## src/rtl/serial_mem_master.sv

```systemverilog
// Serial-command memory initiator: 'W' addr[4] data[4] writes a word, 'R' addr[4] reads one and replies with 4 bytes.
// Optional macro SERIAL_MEM_MASTER_WRACK_EN adds an ACK state that answers each accepted write with '.'.
module serial_mem_master #(
  parameter logic [1:0] MEM_ID = 2'd3
) (
  input  logic        clock,
  input  logic        rst,
  input  logic        rs232in_attention,
  input  logic [7:0]  rs232in_data,
  input  logic        rs232out_busy,
  output logic        rs232out_w,
  output logic [7:0]  rs232out_d,
  input  logic        mem_waitrequest,
  output logic [1:0]  mem_id,
  output logic [29:0] mem_address,
  output logic        mem_read,
  output logic        mem_write,
  output logic [31:0] mem_writedata,
  output logic [3:0]  mem_writedatamask,
  input  logic [31:0] mem_readdata,
  input  logic [1:0]  mem_readdataid
);

  typedef enum logic [2:0] {
    S_IDLE   = 3'd0,
    S_ADDR   = 3'd1,
    S_DATA   = 3'd2,
    S_REQ    = 3'd3,
    S_WAITRD = 3'd4,
`ifdef SERIAL_MEM_MASTER_WRACK_EN
    S_SEND   = 3'd5,
    S_ACK    = 3'd6
`else
    S_SEND   = 3'd5
`endif
  } state_t;

  state_t      state_r;
  logic [1:0]  cnt_r;
  logic        is_wr_r;
  logic [31:0] addr_r;
  logic [23:0] data_r;
  logic [31:0] tx_r;

  logic [31:0] addr_nxt_s;
  logic [31:0] data_nxt_s;
  logic        tx_ok_s;

  assign addr_nxt_s = {addr_r[23:0], rs232in_data};
  assign data_nxt_s = {data_r, rs232in_data};
  // A new strobe needs an idle transmitter and a gap cycle after the previous strobe.
  assign tx_ok_s    = !rs232out_busy && !rs232out_w;

  // Command FSM with registered memory and serial outputs.
  always_ff @(posedge clock) begin
    if (rst) begin
      state_r           <= S_IDLE;
      cnt_r             <= 2'd0;
      is_wr_r           <= 1'b0;
      addr_r            <= 32'd0;
      data_r            <= 24'd0;
      tx_r              <= 32'd0;
      rs232out_w        <= 1'b0;
      rs232out_d        <= 8'd0;
      mem_id            <= MEM_ID;
      mem_address       <= 30'd0;
      mem_read          <= 1'b0;
      mem_write         <= 1'b0;
      mem_writedata     <= 32'd0;
      mem_writedatamask <= 4'h0;
    end else begin
      rs232out_w <= 1'b0;
      mem_id     <= MEM_ID;
      case (state_r)
        S_IDLE: begin
          if (rs232in_attention && (rs232in_data == 8'h57 || rs232in_data == 8'h52)) begin
            is_wr_r <= (rs232in_data == 8'h57);
            cnt_r   <= 2'd0;
            state_r <= S_ADDR;
          end
        end
        S_ADDR: begin
          if (rs232in_attention) begin
            addr_r <= addr_nxt_s;
            cnt_r  <= cnt_r + 2'd1;
            if (cnt_r == 2'd3) begin
              if (is_wr_r) begin
                state_r <= S_DATA;
              end else begin
                mem_read          <= 1'b1;
                mem_write         <= 1'b0;
                mem_address       <= addr_nxt_s[31:2];
                mem_writedatamask <= 4'h0;
                state_r           <= S_REQ;
              end
            end
          end
        end
        S_DATA: begin
          if (rs232in_attention) begin
            data_r <= data_nxt_s[23:0];
            cnt_r  <= cnt_r + 2'd1;
            if (cnt_r == 2'd3) begin
              mem_write         <= 1'b1;
              mem_read          <= 1'b0;
              mem_address       <= addr_r[31:2];
              mem_writedata     <= data_nxt_s;
              mem_writedatamask <= 4'hF;
              state_r           <= S_REQ;
            end
          end
        end
        S_REQ: begin
          // Outputs are held untouched until the slave drops waitrequest.
          if (!mem_waitrequest) begin
            mem_read          <= 1'b0;
            mem_write         <= 1'b0;
            mem_writedatamask <= 4'h0;
            if (mem_read) begin
              state_r <= S_WAITRD;
            end else begin
`ifdef SERIAL_MEM_MASTER_WRACK_EN
              state_r <= S_ACK;
`else
              state_r <= S_IDLE;
`endif
            end
          end
        end
        S_WAITRD: begin
          if (mem_readdataid == MEM_ID) begin
            state_r <= S_SEND;
            if (tx_ok_s) begin
              rs232out_w <= 1'b1;
              rs232out_d <= mem_readdata[31:24];
              tx_r       <= {mem_readdata[23:0], 8'h00};
              cnt_r      <= 2'd1;
            end else begin
              tx_r  <= mem_readdata;
              cnt_r <= 2'd0;
            end
          end
        end
        S_SEND: begin
          if (tx_ok_s) begin
            rs232out_w <= 1'b1;
            rs232out_d <= tx_r[31:24];
            tx_r       <= {tx_r[23:0], 8'h00};
            cnt_r      <= cnt_r + 2'd1;
            if (cnt_r == 2'd3) begin
              state_r <= S_IDLE;
            end
          end
        end
`ifdef SERIAL_MEM_MASTER_WRACK_EN
        S_ACK: begin
          if (tx_ok_s) begin
            rs232out_w <= 1'b1;
            rs232out_d <= 8'h2E;
            state_r    <= S_IDLE;
          end
        end
`endif
        default: begin
          state_r <= S_IDLE;
        end
      endcase
    end
  end

endmodule

```

## config.mk

```make
export PLATFORM = sky130hd
export DESIGN_NAME = serial_mem_master
export DESIGN_NICKNAME = d
export VERILOG_FILES = /design/src/rtl/serial_mem_master.sv
export SDC_FILE = /design/constraint.sdc
export NUM_CORES = 1
export LEC_CHECK = 0
export ABC_AREA = 1
export ABC_CLOCK_PERIOD_IN_PS = 2060
export CAP_MARGIN = 30
export CORE_UTILIZATION = 59
export CTS_CLUSTER_DIAMETER = 30
export CTS_CLUSTER_SIZE = 40
export DETAILED_ROUTE_END_ITERATION = 12
export DONT_BUFFER_PORTS = 1
export HOLD_SLACK_MARGIN = 0.05
export PLACE_DENSITY = 0.82
export REMOVE_ABC_BUFFERS = 1
export SLEW_MARGIN = 20
export SYNTH_ARGS = -nofsm -noshare
export SYNTH_HDL_FRONTEND = slang
export SYNTH_SLANG_ARGS = --single-unit
```

## constraint.sdc

```tcl
create_clock -name clock -period 2.06 [get_ports clock]
set_input_delay 0.206 -clock clock [delete_from_list [all_inputs] [get_ports clock]]
set_output_delay 0.206 -clock clock [all_outputs]
set_load 0.02 [all_outputs]
```

-- Yosys cells after proc, flatten, opt, wreduce, memory -nomap -nowiden
Cells that the tools add are included.
- output and inout bits: 79
- register bits: 171
- reduce and logical (&&, ||, !) cells: 21
- eq/ne operators: 21
- muxes and demuxes: 55
- $add $sub $neg: 1
- operators with widths (kind ; count):
    two-way mux 30 bit ; 5
    two-way mux 32 bit ; 3
    one-hot mux 32 bit (2 select lines) ; 1
    one-hot mux 30 bit (2 select lines) ; 1
    two-way mux 3 bit ; 10
    two-way mux 4 bit ; 6
    two-way mux 8 bit ; 3
    != test 2 bit (second input constant) ; 11
    one-hot mux 3 bit (6 select lines) ; 1
    == test 8 x 7 -> 1 bit (second input constant) ; 2
    one-hot mux 8 bit (2 select lines) ; 1
    two-way mux 1 bit ; 15
    one-hot mux 4 bit (3 select lines) ; 1
    AND reduction 9 bit ; 1
    two-way mux 2 bit ; 4
    one-hot mux 2 bit (4 select lines) ; 1
    AND reduction 7 bit ; 1
    == test 3 x 2 -> 1 bit (second input constant) ; 2
    == test 3 bit (second input constant) ; 2
    one-hot mux 1 bit (3 select lines) ; 2
    AND reduction 2 bit ; 3
    AND reduction 3 bit ; 2
    AND reduction 6 bit ; 1
    AND reduction 5 bit ; 1
    other kinds (14) ; 18

-- Depth between registers and ports, before layout
- depth after elaboration: 5
- depth in mapped cells: 11
- mapped depth without buffers: 10

-- Worst setup path after synthesis
Ideal clock, no wire load.
- kind: reg-to-reg
- from: reg rs232out_w
- to: reg state_r[0]
- cell stages (with the launch flop): 9
- data arrival time: 1.381 ns
- setup slack: 0.565 ns
- setup time: 0.114 ns
- period minus slack after synthesis: 1.495 ns
- cells stage by stage: dfxtp_1 nor2_2 inv_2 nand2_1 nand2_1 nor2_1 nand3_1 nor2_1 nor2_1
- longest elaborated chain between the ends: 4
- ends and longest elaborated chain (item ; line ; text):
    start, declared ; 11 ; output logic rs232out_w,
    start signal, assigned ; 63 ; rs232out_w <= 1'b0;
    start signal, assigned ; 72 ; rs232out_w <= 1'b0;
    start signal, assigned ; 134 ; rs232out_w <= 1'b1;
    zero test 1 bit ; 52 ; assign tx_ok_s = !rs232out_busy && !rs232out_w;
    logical AND 1 bit ; 52 ;
    != test 2 bit (no line) ; - ;
    AND reduction 9 bit (no line) ; - ;
    end signal, assigned ; 57 ; state_r <= S_IDLE;
    end signal, assigned ; 79 ; state_r <= S_ADDR;
    end signal, assigned ; 88 ; state_r <= S_DATA;
    end, declared ; 38 ; state_t state_r;
Every way passes these cells.
A chain may end at the register's enable or synchronous reset.

-- Worst setup path in the final report
- from: reg rs232out_w
- to: reg tx_r[19]
- longest elaborated chain between the ends: 5
- ends and longest elaborated chain (item ; line ; text):
    zero test 1 bit * ; 52 ;
    logical AND 1 bit * ; 52 ;
    two-way mux 32 bit ; 133 ; if (tx_ok_s) begin
    two-way mux 32 bit ; 131 ; if (mem_readdataid == MEM_ID) begin
    one-hot mux 32 bit (2 select lines) ; 74 ; case (state_r)
    end signal, assigned ; 136 ; tx_r <= {mem_readdata[23:0], 8'h00};
    end signal, assigned ; 139 ; tx_r <= mem_readdata;
    end signal, assigned ; 148 ; tx_r <= {tx_r[23:0], 8'h00};
    end, declared ; 43 ; logic [31:0] tx_r;
Mark *: on every way between the ends. The rest lies on a longest branch, timed or not. The select of a mux whose other input is x is not followed.

==> impl_metrics.ini <==
[run]
drv_cap = 0

[sta]
worst_pin_slew_ps = 710.6
skew_ps = 8.140
hold_viol = 0
slew_headroom_pct = 52.57
fin_setup_tns_ps = 0
fmax_mhz = 518.7
layout_min_cycle_time_ps = 1928
worst_slack_ps = 132.0
report.final.setup_viol = 0
rsz0062_at_grt = false
min_period_over_period_pct = 93.59
final_max_slew_viol_count = 0

[worst_setup_path]
endpoint_kind = flip-flop
crit_path_start = rs232out_w
crit_path_frequent_cell = nor2_1
critical_path_class = reg -> reg
crit_path_max_incr_delay_ps = 580
critPathArrivalTime_ps = 2290
worstPathCellList = nor2_2 > buf_6 > nand2_1 > a31oi_1 > nor2_1 > dlygate4sd3_1 > nor2_1
worst-r2r-setup-slack_ps = 130
start_kind = flip-flop
worstPathMaxFanout = 26
slowest_stage = dlygate4sd3_1
required_ps = 2420
reg2reg_from = rs232out_w

[clocking]
ctsRootBufferMaster = clkbuf_16
post_cts_buffers = 0
clock_latency_ps = 430
clock_sinks = 167
cts_tree = built
numCtsBuffers = 17
htree_levels = 4
cts_buffer_depth = 2
path_clk_slew_ps = 70

[floorplanning]
core_sq_mm = 0.01142
std_cell_rows = 39
io_pins = 126
die_w_microns = 110.4
die_area_sq_mm = 0.01219
start_util_pct = 60.74
dieHeight_microns = 110.4

[hold_path]
min_from = rs232in_data[4]
hold_class = in -> reg

[detailed_routing]
wirelength_mm = 16.66
ant_nets = 0
viasPerCell = 5.512
vias = 6256
drtIter0Drc = 516
wl_per_cell_microns = 14.68
drt_first_pass_iters = 5
drc_errors = 0

[cells_and_area]
regArea_sq_mm = 0.003349
final_nets = 1027
area_growth_pct = 15.82
multi_input_area_sq_mm = 0.003065
n_antenna_cell = 0
nFillCells = 952
layout-drive-gt1-share_pct = 7.863

[yosys]
synth_top_family_by_area = simple AND/OR/NAND/NOR gates
synth_compound_area_share_pct = 21.23
yosys-top-cells-area = dfxtp_1, nor2_1, o21ai_0
synth_warnings = 0
seq_area_frac_synth_pct = 48.20
synth_xor_area_share_pct = 0
ys_types = 26
synth-simple-area-share_pct = 22.57
synth_top_area_share_pct = 48.20
synth-seq-cells = 167
syn_area_sq_mm = 0.006935
syn_avg_cell_area_sq_um = 7.143
synth_mux_area_share_pct = 0
synth_cells = 971
synthAdderAreaFrac_pct = 0.1804
yosys.area.top_type = dfxtp_1

[status]
status = completed

[global_route]
grt_pass1_wl_mm = 27.61
grt-ovfl-total = 0
grt_antenna_before_repair = 0
grt_pass1_vias = 5746
grt_use_total_pct = 27.85
grt_start_max_net_pins = 56

[placement]
gp_congestion = 0.9157
port_buffers = 0
pre_cts_ws_ps = 185.8
dp_hpwl_mm = 9.880

[power_and_ir_drop]
p_total_mw = 8.405
peakVddDrop_mv = 0.7474
powerDensity_mw_per_mm2 = 1046
p_leak_nw = 3.291
[timing repair]
item / 4_1_cts / 5_1_grt
hold buffers: 37 / 0
hold endpoints to repair: 66 / 0
endpoints found under the setup margin: 0 / 22
gates resized for setup: 0 / 11
[cells in the final DEF, fill, tap and decap left out, drive strengths merged]
cell	count
o211ai	1
a31oi	22
ha	1
a21oi	73
nor3	1
clkinv	6
nand2	157
o22ai	1
nand4	3
inv	58
o21ai	172
clkbuf	18
dfxtp	167
bufinv	5
buf	20
nor2	226
clkinvlp	2
a211oi	12
conb	2
nand3	9
dlygate4sd3	36
[layout make-up]
type,count,area share (%)
sequential,167,41.70
multi-input combinational,680,38.16
timing repair buffer,56,7.009
clock buffer,18,5.467
clock inverter,14,2.757
inverter,57,2.679
tap,143,2.227
[per-stage QoR]
stage | util [%] | instance area (sq um) | hold WS, ps | instances
after global routing | 70.35 | 8033 | 83.46 | 1135
final | 70.35 | 8033 | 62.05 | 1135
after global placement | 60.98 | 6963 | 278.2 | 1066
after floorplan | - | 6615 | 275.1 | 904
after CTS | 70.10 | 8004 | 50.04 | 1135
after detailed placement | 60.98 | 6963 | 280.1 | 1066
[metal layers]
metal,global-route usage [%],up-vias,wire length (microns)
met1,36.10,2839,7410
met4,12.98,0,366
li1,-,3188,-
met3,7.739,30,1074
met5,0,-,0
met2,43.06,199,7809
[state kept, by name (all words and copies together), names as in the netlist, 2 cells and up]
name / count
mem_writedata: 32
tx_r: 32
state_r: 3
addr_r: 32
data_r: 24
mem_address: 30
rs232out_d: 8
cnt_r: 2
[power by group]
group	internal, mW	leakage, nW	switching [mW]	total (mW)
logic	0.440	1.62	0.777	1.22
registers	3.47	1.35	0.191	3.66
clock network	2.20	0.319	1.33	3.52
[worst paths after layout]
path	depth (start not counted)	to
worst max-delay path	7	tx_r[19]
worst min-delay path	4	mem_address[2]
worst max register to register	7	tx_r[19]
worst min register to register	2	mem_writedata[31]
[worst max-delay path, delay by kind of cell (launching register included)]
kind | cells | cell delay, ps
compound gates | 1 | 170
flops | 1 | 390
buf+inv | 2 | 840
simple gates | 4 | 450
[cells in the mapped netlist, drive strengths merged]
cell type    n
a21oi       73
o211ai       1
o21ai      172
o22ai        1
nand3        9
nor2       226
a211oi      12
ha           1
nand4        3
dfxtp      167
conb         1
buf         29
clkbuf      39
a31oi       22
clkinv       1
inv         56
nor3         1
nand2      157
[logic make-up (layout without fill, tap and decap cells)]
| group | Yosys count | after routing |
|---|---|---|
| buffers and inverters | 125 | 145 |
| and+or+nand+nor | 396 | 396 |
| other | 1 | 2 |
| DFF | 167 | 167 |
| adders and majority gates | 1 | 1 |
| AOI/OAI and AO/OA | 281 | 281 |
Note: power is estimated with default switching activity, not from simulation.
